`config.mk`:
```
export PLATFORM = sky130hd
export DESIGN_NAME = tc_alu_bist_ctrl
export DESIGN_NICKNAME = d
export VERILOG_FILES = /design/src/rtl/tc_alu_bist_ctrl.sv
export SDC_FILE = /design/constraint.sdc
export NUM_CORES = 1
export LEC_CHECK = 0
export CAP_MARGIN = 0
export CELL_PAD_IN_SITES_DETAIL_PLACEMENT = 1
export CELL_PAD_IN_SITES_GLOBAL_PLACEMENT = 2
export CORE_MARGIN = 1.5
export CORE_UTILIZATION = 36
export DETAILED_ROUTE_END_ITERATION = 8
export DONT_BUFFER_PORTS = 1
export PLACE_DENSITY_LB_ADDON = 0.1
export SYNTH_ARGS = -nofsm -noshare
export SYNTH_HDL_FRONTEND = slang
export SYNTH_SLANG_ARGS = --single-unit
```
`constraint.sdc`:
```
create_clock -name clk -period 4.88 [get_ports clk]
set_input_delay 0.976 -clock clk [delete_from_list [all_inputs] [get_ports clk]]
set_output_delay 0.976 -clock clk [all_outputs]
set_load 0.03 [all_outputs]
```
`src/rtl/tc_alu_bist_ctrl.sv`:
```
// BIST sequencer: seeds the ALU BIST datapath, runs NUM_PATTERNS compaction cycles and checks MISR vs golden_sig.
// Latency: start edge to done=1 is NUM_PATTERNS+2 edges (+33 with TC_BIST_SCAN_CHECK_EN for the scan-chain check).
// Backpressure: none; start is ignored while busy, abort (or rst) cancels a session at any time.
module tc_alu_bist_ctrl #(
    parameter int          NUM_PATTERNS = 32,
    parameter logic [7:0]  SEED_A_INIT  = 8'hB3,
    parameter logic [7:0]  SEED_B_INIT  = 8'h3B,
    parameter logic [31:0] SCAN_PATTERN = 32'hA5C3_0F96
) (
    input  logic        clk,
    input  logic        rst,
    input  logic        start,
    input  logic        abort,
    input  logic [15:0] misr_out,
    input  logic [15:0] golden_sig,
    output logic [7:0]  seed_a,
    output logic [7:0]  seed_b,
    output logic        set_en,
    output logic        si,
    output logic        si_en,
    output logic        test_en,
    output logic        busy,
    output logic        done,
    output logic        pass,
    output logic [15:0] sig_capture
);

`ifdef TC_BIST_SCAN_CHECK_EN
    typedef enum logic [2:0] {
        S_IDLE, S_SEED, S_RUN, S_COMPARE, S_DONE, S_SCAN, S_SCAN_CHK
    } state_t;
    localparam state_t FIRST_STATE = S_SCAN;
`else
    typedef enum logic [2:0] {
        S_IDLE, S_SEED, S_RUN, S_COMPARE, S_DONE
    } state_t;
    localparam state_t FIRST_STATE = S_SEED;
`endif

    localparam logic [7:0] LAST_CNT = 8'(NUM_PATTERNS - 1);

    state_t     state, state_d;
    logic [7:0] cnt, cnt_d;
    logic       scan_ok;

    always_ff @(posedge clk) begin
        if (rst) begin
            state <= S_IDLE;
            cnt   <= 8'd0;
        end else begin
            state <= state_d;
            cnt   <= cnt_d;
        end
    end

    always_comb begin
        state_d = state;
        cnt_d   = cnt;
        if (abort) begin
            state_d = S_IDLE;
            cnt_d   = 8'd0;
        end else begin
            case (state)
                S_IDLE, S_DONE: begin
                    if (start) begin
                        state_d = FIRST_STATE;
                        cnt_d   = 8'd0;
                    end
                end
                S_SEED: begin
                    state_d = S_RUN;
                    cnt_d   = 8'd0;
                end
                S_RUN: begin
                    if (cnt == LAST_CNT) begin
                        state_d = S_COMPARE;
                        cnt_d   = 8'd0;
                    end else begin
                        cnt_d = cnt + 8'd1;
                    end
                end
                S_COMPARE: state_d = S_DONE;
`ifdef TC_BIST_SCAN_CHECK_EN
                S_SCAN: begin
                    if (cnt == 8'd31) begin
                        state_d = S_SCAN_CHK;
                        cnt_d   = 8'd0;
                    end else begin
                        cnt_d = cnt + 8'd1;
                    end
                end
                S_SCAN_CHK: state_d = S_SEED;
`endif
                default: begin
                    state_d = S_IDLE;
                    cnt_d   = 8'd0;
                end
            endcase
        end
    end

    // Outputs are registered from the next state so they line up with the state they describe.
    always_ff @(posedge clk) begin
        if (rst) begin
            seed_a      <= 8'd0;
            seed_b      <= 8'd0;
            set_en      <= 1'b0;
            test_en     <= 1'b0;
            busy        <= 1'b0;
            done        <= 1'b0;
            pass        <= 1'b0;
            sig_capture <= 16'd0;
        end else begin
            set_en  <= (state_d == S_SEED);
            test_en <= (state_d == S_SEED) || (state_d == S_RUN) || (state_d == S_COMPARE)
`ifdef TC_BIST_SCAN_CHECK_EN
                       || (state_d == S_SCAN)
`endif
                       ;
            busy    <= (state_d != S_IDLE) && (state_d != S_DONE);
            done    <= (state_d == S_DONE);
            if ((state_d == S_SEED) || (state_d == S_RUN) || (state_d == S_COMPARE)) begin
                seed_a <= SEED_A_INIT;
                seed_b <= SEED_B_INIT;
            end else begin
                seed_a <= 8'd0;
                seed_b <= 8'd0;
            end
            // An abort out of COMPARE leaves the previous capture untouched.
            if ((state == S_COMPARE) && (state_d == S_DONE)) begin
                sig_capture <= misr_out;
                pass        <= (misr_out == golden_sig) && scan_ok;
            end else if (state_d != S_DONE) begin
                pass <= 1'b0;
            end
        end
    end

`ifdef TC_BIST_SCAN_CHECK_EN
    always_ff @(posedge clk) begin
        if (rst) begin
            si      <= 1'b0;
            si_en   <= 1'b0;
            scan_ok <= 1'b0;
        end else begin
            si_en <= (state_d == S_SCAN);
            si    <= (state_d == S_SCAN) ? SCAN_PATTERN[5'd31 - cnt_d[4:0]] : 1'b0;
            if (state == S_SCAN_CHK)
                scan_ok <= (misr_out == SCAN_PATTERN[31:16]);
        end
    end
`else
    assign si      = 1'b0;
    assign si_en   = 1'b0;
    assign scan_ok = 1'b1;
`endif

endmodule

```
==> metrics.txt <==
Cell Area, Placed=1510 µm²; vias after detailed routing=1,213; post-CTS sizing=0; layout cell share with drive strength beyond 1=0.0598; Seq cells post-synth=32; Antenna Cells=0; die extent in x=between 60 and 70 µm; clock sink count=32; initial antenna violation count=0; DR iter-0 viols=49; Tot GR Track Use=0.159; clk_lat worst skew=about 0.28 ns; wl on met1=approximately 1500 µm; Port-buffer cells=0; Detailed Route WL=3610 µm; CP Capture Type=primary output; post-synth top area cell=dfxtp_1; GPL Wtd Cong=~0.7; worst path arrival time=around 1.3 ns; Fillers=~520; setup TNS=0 ns; ys async rst share=0; vias in the first global route=~1,300; hpwl dp=approximately 2800 µm; Cell Area, Synth=1590 µm²; post-layout min period=around 2.2 ns; Worst-Margin Slew=about 1 ns; CTS max path bufs=2; final slew viol count=0; per-cell routed wire length=15.3 µm; # DRC=0; Req. time, crit path=between 3 and 4 ns; metal2 WL=1760 µm; Startpoint Class=flip-flop; max cap viols=0; first-pass GRT wire length=roughly 6000 µm; met3 wire length=305 µm; largest net degree at the start of global routing=20; CTS tree=built; full die area=just under 5000 µm²; FP Rows=24; GRT overflow=0; RSZ-0062 raised after global routing=false; final instance area=between 1500 and 2000 µm²; share of the synthesized area in the top cell type=0.402; DRT antenna net count=0; period utilisation layout=0.458; Layout area overhead=-0.0784%; setup bufs post-CTS=0; Max IR drop VDD=between 100 and 150 µV; Syn. warnings=0; die extent in y=roughly 70 µm; Setup CP Type=reg -> out; I/O Pins=75; drt via density=between 5 and 6; Seq/Total Area, Yosys=0.402; Initial Util=0.371; Min-Delay Path Class=reg -> reg; core region area=about 4300 µm²; unique cell type count in the Yosys netlist=33; status=finished, final reports clean; CTS root buf=clkbuf_8; Avg Inst Size Synth=about 8.2 µm²; Critical Path Fanout Max=11; # setup viols final=0; Power Dens Cells=318 nW/µm²; final setup skew=0.00833 ns; Pre-antenna DRT Iters=4; total CTS buffers=5; uppermost layer routed=met4; hold buffers post-CTS=0; Final nets=220; synth top area cells=dfxtp_1 40%, nand2_1 9.7%, buf_4 9.0%, xor2_1 7.7%, a21oi_1 7.2%; CTS H-Tree Depth=2; relative max-transition margin=0.310; Cells after Synth=~200; Clock transition at path regs=0.07 ns; Leak=about 0.58 nW; Max Fclk=447 MHz; Top FF cell, synth=dfxtp_1; number of synthesized flops with an enable pin=0; Final Hold Viols=0
[report_power, final]
group / internal [mW] / switching [mW] / leakage [nW]
Combinational: 0.0115 / 0.0201 / 0.278
Sequential: 0.263 / 0.0167 / 0.259
Clock: 0.0999 / 0.0941 / 0.0422
[cell usage after synthesis, types with 4 or more instances]
library cell and number:
o21ai_0 4, nand4_1 4, buf_4 19, xnor2_1 5
dfxtp_1 32, nor2_1 8, a21oi_1 23, nand3_1 6
nand2_1 41, clkbuf_1 5, nor3_1 5, xor2_1 14
[stage by stage]
stage / power [mW] / setup WS [ns] / hold WS (ns) / cells / util
floorplan: 0.327 / 2.79 / 0.467 / 202 / -
global placement: 0.317 / 2.72 / 0.482 / 228 / 0.352
finish: 0.506 / 2.64 / 0.525 / 236 / 0.371
CTS: 0.515 / 2.63 / 0.523 / 236 / 0.371
global route: 0.530 / 2.61 / 0.558 / 236 / 0.371
detailed placement: 0.318 / 2.62 / 0.514 / 228 / 0.352
[registers in the layout, summed over array words and instances, names as in the netlist]
name         cells
busy             1
cnt              8
done             1
pass             1
seed_b           1
set_en           1
sig_capture     16
state            3
[cell families (layout without fill, tap and decap cells)]
kind of cell               after synthesis  in the layout  synth area share
buffers and inverters                   27              9             0.114
AOI/OAI and AO/OA                       36             36             0.126
muxes                                    1              1           0.00628
and+or+nand+nor                         78             78             0.236
adders and majority gates                1              1           0.00785
DFF                                     32             32             0.402
xor gates and xnor gates                19             19             0.104
other                                    1              8           0.00235
[worst reg2reg max path: stages (launching register included)]
cell and delay [ns]:
dfxtp_1 0.52, or3b_4 0.46, a21o_1 0.18, or4_1 0.51, a31oi_1 0.18
[layout make-up]
type / count / area [µm²] / share of cell area
inverters: 1 / 3.75 / 0.00236
clock buffers: 7 / 76.3 / 0.0480
clock inverters: 1 / 5.00 / 0.00314
multi-input cells: 143 / 797 / 0.501
flip-flops and latches: 32 / 644 / 0.405
well taps: 52 / 65.1 / 0.0409
[placed cells by master (no fill, tap or decap), drive strengths merged]
cell type and n:
conb 8, or3 2, o21a 1, nor3b 1, dfxtp 32, xor2 14
ha 1, clkbuf 7, or4 2, a21oi 23, a21o 3, nand4 4
nor4 2, nor2 8, nor3 5, and2 1, o211ai 1, nand3b 1
inv 1, nand2 41, xnor2 5, o21ai 4, a32o 1, or2 2
nor2b 1, mux2i 1, nand3 6, clkinv 1, or3b 1, and4 1
a31oi 3
[metal layers]
layer,vias up,GRT usage
met4,0,0.0588
met2,38,0.271
met3,7,0.0698
met5,-,0
li1,612,-
met1,556,0.174
[final timing paths]
path         startpoint       to  slack, ns  depth (start not counted)
max           seed_b[4]  test_en       2.64                          0
min              cnt[1]   cnt[1]       0.53                          2
max reg2reg    state[1]   cnt[7]       2.95                          4
min reg2reg      cnt[1]   cnt[1]       0.53                          2
Power figures use the tool's default switching activity.
